File: src/rtl/prio_code_decoder_pkg.sv
// Shared constants for the priority-code decoder: pattern width, FIFO depth and
// occupancy encoding, plus the occupancy next-state helper.
package prio_code_decoder_pkg;

   localparam int unsigned DEC_CODE_W = 2;
   localparam int unsigned PAT_W      = 2 ** DEC_CODE_W;
   localparam int unsigned DEC_DEPTH  = 2;

   localparam logic [1:0] CNT_EMPTY = 2'd0;
   localparam logic [1:0] CNT_ONE   = 2'd1;
   localparam logic [1:0] CNT_FULL  = 2'd2;

   // Push and pop together leave the occupancy unchanged.
   function automatic logic [1:0] dec_count_next(input logic [1:0] count,
                                                 input logic       push,
                                                 input logic       pop);
      logic [1:0] nxt;
      nxt = count;
      case ({push, pop})
         2'b10:   nxt = count + 2'd1;
         2'b01:   nxt = count - 2'd1;
         default: nxt = count;
      endcase
      return nxt;
   endfunction

endpackage

File: src/rtl/prio_code_expand.sv
// Combinational expansion of a priority code into its one-hot request pattern
// and its thermometer mask.
module prio_code_expand
   import prio_code_decoder_pkg::*;
#(
   parameter int unsigned CODE_W = DEC_CODE_W,
   localparam int unsigned PatW  = 2 ** CODE_W
) (
   input  logic [CODE_W-1:0] code,
   output logic [PatW-1:0]   onehot,
   output logic [PatW-1:0]   thermo
);

   always_comb begin
      onehot = '0;
      thermo = '0;
      for (int unsigned i = 0; i < PatW; i++) begin
         onehot[i] = (CODE_W'(i) == code);
         thermo[i] = (CODE_W'(i) <= code);
      end
   end

endmodule

File: src/rtl/prio_code_decoder.sv
// Streaming priority-code decoder with a 2-entry output buffer.
// Define DEC_STATS_EN to build the saturating per-code hit counters.
module prio_code_decoder
   import prio_code_decoder_pkg::*;
#(
   parameter int unsigned CODE_W = DEC_CODE_W,
   parameter int unsigned CNT_W  = 8,
   localparam int unsigned PatW  = 2 ** CODE_W
) (
   input  logic              clk,
   input  logic              rst,
   input  logic              in_valid,
   output logic              in_ready,
   input  logic [CODE_W-1:0] in_code,
   output logic              out_valid,
   input  logic              out_ready,
   output logic [PatW-1:0]   out_onehot,
   output logic [PatW-1:0]   out_thermo,
   output logic [CODE_W-1:0] out_code,
   input  logic [CODE_W-1:0] stat_sel,
   output logic [CNT_W-1:0]  stat_count
);

   typedef struct packed {
      logic [CODE_W-1:0] code;
      logic [PatW-1:0]   onehot;
      logic [PatW-1:0]   thermo;
   } entry_t;

   entry_t head_q, head_d, tail_q, tail_d, wr_entry;
   logic [$clog2(DEC_DEPTH+1)-1:0] count_q, count_d;
   logic push, pop;

   prio_code_expand #(
      .CODE_W (CODE_W)
   ) u_expand (
      .code   (in_code),
      .onehot (wr_entry.onehot),
      .thermo (wr_entry.thermo)
   );
   assign wr_entry.code = in_code;

   // in_ready comes from registered state only, so a full buffer refuses a
   // push even when the head is popped in the same cycle.
   assign in_ready  = !rst && (count_q != CNT_FULL);
   assign out_valid = (count_q != CNT_EMPTY);
   assign push      = in_valid && in_ready;
   assign pop       = out_valid && out_ready;

   always_comb begin
      head_d  = head_q;
      tail_d  = tail_q;
      count_d = dec_count_next(count_q, push, pop);
      case (count_q)
         CNT_EMPTY: if (push) head_d = wr_entry;
         CNT_ONE: begin
            if (push && pop) head_d = wr_entry;
            else if (push)   tail_d = wr_entry;
         end
         CNT_FULL:  if (pop) head_d = tail_q;
         default: ;
      endcase
   end

   always_ff @(posedge clk) begin
      if (rst) begin
         head_q  <= '0;
         tail_q  <= '0;
         count_q <= CNT_EMPTY;
      end else begin
         head_q  <= head_d;
         tail_q  <= tail_d;
         count_q <= count_d;
      end
   end

   // Mask the head so an empty buffer never shows stale data.
   assign out_onehot = out_valid ? head_q.onehot : '0;
   assign out_thermo = out_valid ? head_q.thermo : '0;
   assign out_code   = out_valid ? head_q.code   : '0;

`ifdef DEC_STATS_EN
   logic [CNT_W-1:0] hits_q [PatW];

   always_ff @(posedge clk) begin
      if (rst) begin
         for (int i = 0; i < int'(PatW); i++) hits_q[i] <= '0;
      end else if (push && (hits_q[in_code] != {CNT_W{1'b1}})) begin
         hits_q[in_code] <= hits_q[in_code] + CNT_W'(1);
      end
   end

   assign stat_count = hits_q[stat_sel];
`else
   logic unused_stat_sel;
   assign unused_stat_sel = ^stat_sel;
   assign stat_count      = '0;
`endif

endmodule

File: config.mk
export PLATFORM = sky130hd
export DESIGN_NAME = prio_code_decoder
export DESIGN_NICKNAME = d
export VERILOG_FILES = /design/src/rtl/prio_code_decoder_pkg.sv /design/src/rtl/prio_code_expand.sv /design/src/rtl/prio_code_decoder.sv
export SDC_FILE = /design/constraint.sdc
export NUM_CORES = 1
export LEC_CHECK = 0
export ABC_AREA = 1
export CAP_MARGIN = 20
export CORE_MARGIN = 2
export CORE_UTILIZATION = 48
export CTS_BUF_LIST = sky130_fd_sc_hd__clkbuf_16
export DETAILED_ROUTE_END_ITERATION = 12
export PLACE_DENSITY = 0.81
export SETUP_SLACK_MARGIN = 0.05
export SLEW_MARGIN = 20
export SYNTH_ARGS = -nofsm -noshare
export SYNTH_HDL_FRONTEND = slang
export SYNTH_SLANG_ARGS = --single-unit
File: constraint.sdc
create_clock -name clk -period 1.9 [get_ports clk]
set_input_delay 0.38 -clock clk [delete_from_list [all_inputs] [get_ports clk]]
set_output_delay 0.38 -clock clk [all_outputs]
set_load 0.05 [all_outputs]
# Yosys cells after proc, flatten, opt, wreduce, memory -nomap -nowiden
# Cells that the tools add are included.
[word_totals]
reg_bits = 22
inputBits = 8
output_inout_bits = 20
word_cells = 45
[op_classes]
add_sub_neg = 2
order_cmp = 4
n_eq_ne = 11
mux = 8
bitwise = 1
reduce_logical = 12
[op_table]
columns = ["cell", "count"]
rows = [
  ["$mux W10", 3],
  ["$pmux W10 S3", 1],
  ["$mux W4", 2],
  ["$ne A2 B2 Y1 const B", 4],
  ["$eq A2 B1 Y1 const B", 2],
  ["$eq A2 B2 Y1 const A", 2],
  ["$eq A2 B2 Y1 const B", 2],
  ["$le A1 B2 Y1 const A", 2],
  ["$le A2 B2 Y1 const A", 2],
  ["$logic_and A1 B1 Y1", 4],
  ["$logic_not A2 Y1", 2],
  ["$pmux W2 S2", 1],
  ["$reduce_and A4 Y1", 1],
  ["$reduce_bool A2 Y1", 2],
  ["$reduce_and A3 Y1", 1],
  ["$reduce_bool A3 Y1", 1],
  ["$add A2 B1 Y2 const B", 1],
  ["$eq A1 B2 Y1 const A", 1],
  ["$mux W2", 1],
  ["$sub A2 B1 Y2 const B", 1],
  ["$logic_not A1 Y1", 1],
  ["$not A1 Y1", 1],
]

# Longest topological paths before layout
# Gate-level depths: netlist of the first run.
[logic_depth]
ltp_word = 6
ltp_mapped = 13

# Cells and area by module
# A second synthesis of the first run with hierarchy kept.
[unflattened]
cells_unflattened = 207
hier_area_um2 = 1382.6
[by_module_without_submodules]
columns = ["module", "n_inst", "cells_each", "area_each_um2"]
rows = [
  ["prio_code_decoder", 1, 195, 1330.0],
  ["prio_code_expand", 1, 12, 52.6],
]

# Worst setup path after synthesis of the first run
# OpenSTA, ideal clock, no wires.
[synth_path]
path_kind = "reg2out"
startpoint = "reg count_q[0]"
endpoint = "out out_thermo[3]"
arrival_time_ps = 1939
required_time_ps = 1520
setup_slack_ps = -419
path_stages_with_launch = 6
n_path_buf = 2
cell_sequence = "dfxtp_1 inv_1 ha_1 clkbuf_1 nor2_1 buf_4"
[synth_via]
elab_chain_cells = 2
[synth_rtl]
columns = ["item", "line", "rtl"]
rows = [
  ["start, declared", "prio_code_decoder.sv:31", "logic [$clog2(DEC_DEPTH+1)-1:0] count_q, count_d;"],
  ["start signal, assigned", "prio_code_decoder.sv:73", "count_q <= count_d;"],
  ["$reduce_bool A2 Y1", "prio_code_decoder.sv:46", "assign out_valid = (count_q != CNT_EMPTY);"],
  ["$mux W4", "prio_code_decoder.sv:79", "assign out_thermo = out_valid ? head_q.thermo : '0;"],
  ["end, declared", "prio_code_decoder.sv:18", "output logic [PatW-1:0] out_thermo,"],
]
# Every way passes these cells.

# Worst setup path after layout of the first run
[layout_path]
startpoint = "in out_ready"
endpoint = "reg head_q[1] (netlist bit)"
[layout_via]
elab_chain_cells = 4
word_cells_on_any_way = 5
cone_classes = "2 x eq/ne; 3 x reduce/logical"
[layout_rtl]
columns = ["item", "line", "rtl"]
rows = [
  ["start, declared", "prio_code_decoder.sv:16", "input logic out_ready,"],
  ["$logic_and A1 B1 Y1 (*)", "prio_code_decoder.sv:48", "assign pop = out_valid && out_ready;"],
  ["$logic_and A1 B1 Y1", "prio_code_decoder.sv:57", "if (push && pop) head_d = wr_entry;"],
  ["$ne A2 B2 Y1 (no line)", "--", ""],
  ["$reduce_and A4 Y1 (no line) (*)", "--", ""],
  ["end signal, assigned", "prio_code_decoder.sv:67", "head_q <= '0;"],
  ["end signal, assigned", "prio_code_decoder.sv:71", "head_q <= head_d;"],
  ["end, declared", "prio_code_decoder.sv:30", "entry_t head_q, head_d, tail_q, tail_d, wr_entry;"],
]
# Mark *: on every way between the ends. The rest lies on a longest branch, timed or not.
# A chain may end at the register's enable or synchronous reset.

==> reports/results.ini, run 1 <==
[setup_path]
startpoint_type = input pin
endpoint = head_q[1]
cp_max_fo = 8
crit_cells = 11
path_cells = clkdlybuf4s50_1 -> inv_1 -> nor2_4 -> ha_4 -> inv_2 -> nand2_2 -> nand2_2 -> nor2_4 -> nand3_2 -> nand2_2 -> nor2_1
max_stage_delay_ns = 0.47
critPathBufInv = 3
path_class = input pin to flip-flop
crit_path_start = out_ready
r2r_end = head_q[1]
path_delay_family = simple AND/OR/NAND/NOR gates
cpMostUsedCell = nand2_2
cp.required_ns = 2.05
r2r_slack_ns = 0.09
r2r_cells = 11
critical_path_arrival_ns = 1.99
crit_slowest_cell = clkdlybuf4s50_1
r2r_start = count_q[1]
crit_path_end_kind = flip-flop

[logic_synthesis]
ys_types = 23
yosysMostFrequentCell = nor2_1
seq_area_frac_synth_pct = 34.4
netlist_instances = 173
synth_edf_count = 0
synthTopCellsByArea = dfxtp_1 (34%), nor2_1 (14%), nand2_1 (9.0%), inv_1 (7.7%), ha_1 (7.5%)
syn_area_um2 = 1160
async_flop_share_pct = 0
yosysTopAreaCellShare_pct = 34.4
synth.avg_cell_area_um2 = 6.73
yosys_warnings = 0
synth_seq_cells = 20
synth_flop_cell = dfxtp_1
synth_common_cells = nor2_1 (42), nand2_1 (28), inv_1 (24)
yosys.area.top_type = dfxtp_1

[detailed_routing]
drt_pass1_iterations = 5
vias_per_cell = 5.12
vias = 1173
ant_nets = 0
drc = 0
drt-total-wl_um = 3180
wire_per_inst_um = 13.9
drt_iter0_markers = 15

[finish]
final_layout_size_suffix_gt1_share_pct = 28.4
seqCellArea_um2 = 404
final_cells = 229
nFillCells = 144
nNetsFinal = 217
multi_input_area_um2 = 704
diodes = 0
synthToLayoutAreaGrowth_pct = 48.8

[global_route]
grt_pass1_wl_um = 4940
grt_start_max_net_pins = 14
grt_overflow = 0
grt_usage_pct = 24.7
antenna_found_initial = 0
grt_pass1_vias = 1175

[power]
finalPower_mw = 2.97
p_per_area_nw_per_um2 = 1710
p_leak_nw = 0.805
ir_worst_vdd_mv = 1.28

[min_path]
worstHoldPathType = flip-flop to flip-flop

[floorplan]
dieArea_um2 = 2840
core_area_um2 = 2250
io_pins = 28
initial_core_util_pct = 51.7
die_x_um = 53.3
rows = 17
die_h_um = 53.3

[timing]
finalHoldViolations = 0
whs_ns = 0.464
grt_setup_unrepaired = yes
slew_viol_final = 0
max_freq_mhz = 543
fin_crit_sh_pct = 97.0
finalSetupTns_ns = 0
setup_ws_ns = 0.0577
min_period_ns = 1.84
setup-violations-final = 0
final.setup_skew_ns = 0.00227

[clock_tree]
clkLatencyLatePin_ns = 0.26
cts_buffer_depth = 2
tritoncts = done
cts.sinks = 20
cts_root_buffer = clkbuf_16
hold_buffers = 0
htreeDepth = 1
cts_made_buffers = 3
clk_pin_slew_ns = 0.06

[place]
io_buffers = 17
hpwl_um = 2010
gp_congestion = 0.810
post-place-cells = 223
post-place-ws_ns = -0.127

[flow_run]
drv_cap = 0

[run_status]
status = completed

-- state kept, by name (all words and copies together) (netlist names) --
register / count
count_q: 2
tail_q: 9
head_q: 9
-- routing by layer --
metal | vias up | part of all wire [%] | global-route usage (%)
met2 | 41 | 52 | 44.7
met1 | 552 | 41 | 24.9
met4 | 0 | 2.9 | 15.8
li1 | 567 | - | -
met3 | 13 | 4.2 | 5.65
met5 | - | 0 | 0
-- cell families after synthesis --
kind of cell    after synthesis  synth area share, %
buf+inv                      38                 15.3
xor+xnor                      2                 1.50
simple gates                 87                 32.7
flops                        20                 34.4
other cells                   1                0.322
compound gates               18                 8.38
fa+ha+maj                     7                 7.52
-- worst min path at each step --
stage	startpoint	cells after the start	endpoint	slack, ns
6_report	tail_q[4]	2	tail_q[4]	0.46
5_1_grt	tail_q[4]	2	tail_q[4]	0.49
4_1_cts	tail_q[4]	2	tail_q[4]	0.47
3_5_place_dp	tail_q[4]	2	tail_q[4]	0.45
3_3_place_gp	tail_q[0]	2	tail_q[0]	0.45
2_1_floorplan	tail_q[4]	2	tail_q[4]	0.44
-- stage by stage --
step	util [%]	area [um^2]
2_1_floorplan	-	1210
3_3_place_gp	68.0	1530
3_5_place_dp	68.0	1530
4_1_cts	73.1	1650
5_1_grt	76.9	1730
6_report	76.9	1730
-- worst reg2reg max path, delay by kind of cell, from the launching register on --
| family | cells | cell delay (ns) |
|---|---|---|
| AND/OR/NAND/NOR | 7 | 0.80 |
| adder cells (fa/ha/maj) | 2 | 0.38 |
| buffers and inverters | 2 | 0.15 |
| flip-flops | 1 | 0.36 |
-- what timing repair did --
action	4_1_cts	5_1_grt
gates cloned	0	0
pin swaps	1	5
endpoints found under the setup margin	19	26
gates resized for setup	3	20
setup buffers	0	2
-- cell usage in the layout, fill, tap and decap left out, types with 2 or more instances in the layout --
cell and instances:
nor2_1 38, ha_2 2, ha_1 4, nand3_2 6
nor2_4 4, nor2_2 2, a211oi_1 2, inv_1 21
nand3_1 4, dfxtp_1 19, conb_1 8, buf_4 11
o21ai_0 4, clkdlybuf4s50_1 4, buf_12 12, clkbuf_16 3
a21oi_1 9, nand2_1 24, or2_0 2, inv_2 4
xor2_1 2, nand2_2 5
-- power breakdown --
| part | internal (mW) | switching (mW) |
|---|---|---|
| Sequential | 0.525 | 0.0513 |
| Clock | 0.418 | 0.168 |
| Combinational | 0.690 | 1.12 |
-- layout make-up --
type	count	share of cell area [%]
multi-input cells	122	40.6
flip-flops and latches	20	23.3
repair buffers	29	22.3
inverters	26	5.63
clock buffers	3	4.33
well taps	28	2.02
clock inverters	1	1.73
No activity file was read; power rests on OpenSTA's default activity.
==> run 2: changes to the inputs <==
- ABC_CLOCK_PERIOD_IN_PS: default -> 1900
- CELL_PAD_IN_SITES_DETAIL_PLACEMENT: default -> 0
- CELL_PAD_IN_SITES_GLOBAL_PLACEMENT: default -> 1
- CORE_UTILIZATION: 48 -> 34
- PLACE_DENSITY: 0.81 -> 0.82
==> run 2 against run 1 <==
Routed wire length fell by 30%. Sequential power barely moved. Register-to-register slack improved by 0.09 ns. Clock-buffer cell count did not move. Power fell by 2.7%. First-iteration DRC count rose by 20%. Flip-flop and latch count did not move. Sequential share of layout area fell by 0.55 points. Via count fell by 12%. Critical path depth fell by 6. Largest power group unchanged.
==> reports/results.ini, run 2 (synthesized netlist as in run 1, its figures left out) <==
[timing]
finalHoldViolations = 0
slew_viol_final = 0
final.setup_skew_ns = 0.00249
fin_crit_sh_pct = 93.0
whs_ns = 0.463
finalSetupTns_ns = 0
grt_setup_unrepaired = no
min_period_ns = 1.77
max_freq_mhz = 566
setup-violations-final = 0
setup_ws_ns = 0.134

[finish]
diodes = 0
final_cells = 246
nNetsFinal = 216
seqCellArea_um2 = 403
final_layout_size_suffix_gt1_share_pct = 29.0
synthToLayoutAreaGrowth_pct = 51.9
final_util_pct = 53.4
final_common_cell = nor2_1
multi_input_area_um2 = 727
reg_top3 = head_q x9, tail_q x9, count_q x2
final_cell_mix = nor2_1 (32), nand2_1 (26), inv_1 (23)
nFillCells = 311

[power]
p_clk_share_pct = 19.9
p_switching_mw = 1.25
p_sw_share_pct = 43.2
ir_worst_vdd_mv = 0.523
pwr-share-seq_pct = 20.0
p_per_area_nw_per_um2 = 1630
p_leak_nw = 0.807
p_comb_share_pct = 60.1
internal_power_mw = 1.64

[setup_path]
startpoint_type = flip-flop
crit_path_start = count_q[1]
r2r_end = head_q[6]
crit_path_end_kind = output port
endpoint = out_onehot[1]
path_class = flip-flop to output port
r2r_start = count_q[1]
r2r_cells = 11
r2r_slack_ns = 0.18
critical_path_arrival_ns = 1.39
cp.required_ns = 1.52
cp_max_fo = 12

[floorplan]
dieArea_um2 = 3910
die_h_um = 62.5
rows = 21
io_pins = 28
core_area_um2 = 3310
die_x_um = 62.5
initial_core_util_pct = 35.2

[clock_tree]
cts.sinks = 20
cts_made_buffers = 3
cts_buffer_depth = 2
cts_root_buffer = clkbuf_16
htreeDepth = 1
clk_pin_slew_ns = 0.06
hold_buffers = 0
tritoncts = done
clkLatencyLatePin_ns = 0.25

[detailed_routing]
wire_per_inst_um = 9.09
ant_nets = 0
vias_per_cell = 4.22
drt_iter0_markers = 18
drc = 0
drt-total-wl_um = 2240
drt_pass1_iterations = 3
vias = 1037

[global_route]
grt_pass1_wl_um = 3990
grt_overflow = 0
grt_usage_pct = 12.6
grt_start_max_net_pins = 14
grt_pass1_vias = 962
antenna_found_initial = 0

[flow_run]
drv_cap = 0

[place]
post-place-ws_ns = -0.0737
io_buffers = 17
hpwl_um = 1720
gp_congestion = 0.768
post-place-cells = 241

[min_path]
worstHoldPathType = flip-flop to flip-flop

[run_status]
status = completed

==> run 2: changes by cell type in the layout (fill, tap and decap cells not counted), sizes merged <==
cell,before,now
buf,24,23
==> run 2: what timing repair did <==
action                                  CTS  global route
resized for setup                         0            27
pin swaps                                 0             4
buffers inserted                          0             1
endpoints found under the setup margin    7            26
==> run 2: worst min-delay path by stage <==
stage	from	to	slack, ns	depth (start not counted)
after floorplan	tail_q[4]	tail_q[4]	0.44	2
after global placement	tail_q[6]	tail_q[6]	0.45	2
after detailed placement	tail_q[4]	tail_q[4]	0.46	2
after CTS	tail_q[6]	tail_q[6]	0.47	2
after global routing	tail_q[4]	tail_q[4]	0.49	2
final	tail_q[6]	tail_q[6]	0.46	2
==> run 2: final cells by class <==
| class | instances | area share (%) |
|---|---|---|
| flip-flops and latches | 20 | 22.8 |
| repair buffers | 28 | 21.4 |
| multi-input cells | 122 | 41.1 |
| well taps | 46 | 3.25 |
| clock inverters | 1 | 1.70 |
| inverters | 26 | 5.52 |
| clock buffers | 3 | 4.24 |
==> run 2: power by group through the flow <==
stage	registers, mW	clock network [mW]	logic, mW
2_1_floorplan	0.572	0	1.07
6_report	0.578	0.574	1.74
5_1_grt	0.592	0.615	1.90
3_5_place_dp	0.583	0	1.56
4_1_cts	0.574	0.588	1.57
3_3_place_gp	0.577	0	1.53
==> run 2: metrics by stage <==
stage / cell area [um^2] / total power, mW
finish: 1770 / 2.89
global route: 1770 / 3.10
detailed placement: 1560 / 2.14
floorplan: 1210 / 1.64
global placement: 1560 / 2.11
CTS: 1660 / 2.73
==> run 2: metal layers <==
metal,vias to the layer above,share of wire [%],global-route usage (%)
met4,0,1.6,5.83
met5,-,0,0
met3,4,3.6,2.34
met1,449,44,13.4
met2,20,51,23.8
li1,564,-,-
==> run 2: worst max-delay path, cell delays in order (launching register included) <==
cell	delay, ns
dfxtp_2	0.36
inv_1	0.08
ha_2	0.21
buf_6	0.17
nor2_2	0.16
buf_12	0.15
==> run 3: changes to the inputs <==
- ABC_CLOCK_PERIOD_IN_PS: 1900 -> 1600
- CORE_UTILIZATION: 34 -> 30
- CTS_CLUSTER_DIAMETER: default -> 100
- GPL_TIMING_DRIVEN: default -> 1
- PLACE_DENSITY: 0.82 -> 0.76
- clock period: 1.9 -> 1.6 ns (I/O delays scaled with it)
==> run 3 against run 2 <==
The flow now finishes with violations (setup timing). Combinational power rose by 52%. Non-clock buffer count rose by 8. Routed wire length rose by 20%. Cell area rose by 10%. Power rose by 33%. Critical path depth rose by 1. Critical path type unchanged. Critical endpoint is now out_onehot[3]. Largest cell class unchanged. Largest power group unchanged.
==> reports/results.ini, run 3 (synthesized netlist as in run 1, its figures left out) <==
[finish]
nNetsFinal = 224
seqCellArea_um2 = 403
final_cell_mix = nor2_1 (27), nand2_1 (21), inv_1 (18), dfxtp_1 (18), buf_6 (13)
diodes = 0
final_layout_size_suffix_gt1_share_pct = 43.5
final_util_pct = 52.8
fin_area_um2 = 1950
reg_top3 = head_q x9, tail_q x9, count_q x2
multi_input_area_um2 = 880
nFillCells = 335
synthToLayoutAreaGrowth_pct = 67.3
final_common_cell = nor2_1

[min_path]
worstHoldPathType = flip-flop to flip-flop
min-delay-start = tail_q[6]
min_path_cells = 2
holdPathEnd = tail_q[6]

[clock_tree]
cts_buffer_depth = 2
cts_made_buffers = 3
clkLatencyLatePin_ns = 0.25
tritoncts = done
htreeDepth = 1
clk_pin_slew_ns = 0.05
cts.sinks = 20
cts_root_buffer = clkbuf_16

[timing]
finalHoldViolations = 0
final.setup_skew_ns = 0.00177
fin_crit_sh_pct = 105
slew_viol_final = 0
setup_ws_ns = -0.0763
grt_setup_unrepaired = yes
finalSetupTns_ns = -0.592
max_freq_mhz = 597
min_period_ns = 1.68
setup-violations-final = 18

[place]
io_buffers = 17
gp_congestion = 0.710
post-place-ws_ns = -0.304
place_area_um2 = 1540
hpwl_um = 1840

[global_route]
grt_pass1_vias = 1073
grt_overflow = 0
antenna_found_initial = 0
grt_usage_pct = 13.3
grt_start_max_net_pins = 14
grt_pass1_wl_um = 4470

[floorplan]
die_h_um = 66.3
die_x_um = 66.3
rows = 22
io_pins = 28
initial_core_util_pct = 31.6
core_area_um2 = 3690
dieArea_um2 = 4400

[setup_path]
cpMostUsedCell = buf_6
r2r_end = head_q[0]
startpoint_type = flip-flop
cp_max_fo = 6
critPathBufInv = 4
cp.required_ns = 1.28
path_delay_family = buffers and inverters
max_stage_delay_ns = 0.34
crit_slowest_cell = dfxtp_2
crit_cells = 6
r2r_slack_ns = -0.05
critical_path_arrival_ns = 1.36
r2r_start = count_q[0]
r2r_cells = 13
path_cells = inv_4 -> ha_4 -> buf_6 -> buf_12 -> nor2_4 -> buf_6
path_class = flip-flop to output port
crit_path_end_kind = output port

[detailed_routing]
drc = 0
drt_pass1_iterations = 4
drt-total-wl_um = 2690
vias_per_cell = 4.30
wire_per_inst_um = 10.5
drt_iter0_markers = 33
vias = 1096
ant_nets = 0

[power]
p_leak_nw = 0.834
ir_worst_vdd_mv = 0.607
finalPower_mw = 3.83
p_per_area_nw_per_um2 = 1970

[run_status]
status = finished, violations left
violations = setup timing

[flow_run]
drv_cap = 0

run 3: cell types whose count changed in the layout (fill, tap and decap cells not counted), moves of 2 or more:
cell | previous run | this run
ha_1 | 5 | 2
nor2_4 | 7 | 12
nand3_1 | 3 | 1
ha_4 | 1 | 4
inv_1 | 23 | 18
a211oi_2 | 0 | 3
a211oi_1 | 3 | 0
inv_4 | 0 | 2
nor2_1 | 32 | 27
nand2_1 | 26 | 21
buf_8 | 0 | 3
buf_6 | 1 | 13
nand2_2 | 3 | 7
buf_12 | 12 | 3
run 3: stage by stage:
step | hold slack [ns] | std cells
2_1_floorplan | 0.434 | 180
3_3_place_gp | 0.445 | 244
3_5_place_dp | 0.452 | 244
4_1_cts | 0.461 | 253
5_1_grt | 0.493 | 255
6_report | 0.460 | 255
run 3: worst max path at each step:
stage | from | to | slack (ns)
2_1_floorplan | count_q[0] | head_q[0] | -0.21
3_3_place_gp | rst | head_q[0] | -0.23
3_5_place_dp | rst | head_q[1] | -0.30
4_1_cts | count_q[0] | out_thermo[3] | -0.09
5_1_grt | count_q[1] | head_q[0] | -0.14
6_report | count_q[0] | out_onehot[3] | -0.08
run 3: worst register-to-register path: cells and delay by family, from the launching register on:
family                   cells  cell delay, ns
flip-flops                   1            0.34
buffers and inverters        4            0.34
AND/OR/NAND/NOR              7            0.54
adder cells (fa/ha/maj)      2            0.31
run 3: timing repair:
item                                    in CTS  in global routing
buffers inserted                             5                  2
pin swaps                                   22                 22
endpoints found under the setup margin      31                 32
hold buffers                                 0                  0
cloned                                       1                  0
gates resized for setup                     35                 27
run 3: final cells by class:
class,count,share of cell area [%]
timing repair buffer,36,21.1
multi-input combinational,122,45.1
clock buffer,3,3.85
tap,48,3.08
inverter,26,6.16
sequential,20,20.7
run 3: layer usage:
metal | GRT usage (%) | wire (um) | vias to the layer above | part of all wire (%)
met5 | 0 | 0 | - | 0
met4 | 5.36 | 42 | 0 | 1.6
met3 | 1.53 | 80 | 4 | 3.0
met2 | 26.3 | 1450 | 22 | 54
met1 | 14.0 | 1110 | 487 | 41
li1 | - | - | 583 | -
run 3: power breakdown:
part           internal, mW  total, mW  switching, mW
logic                  1.14       2.64           1.49
registers             0.624      0.690         0.0661
clock network         0.329      0.504          0.175
total                  2.10       3.83           1.73
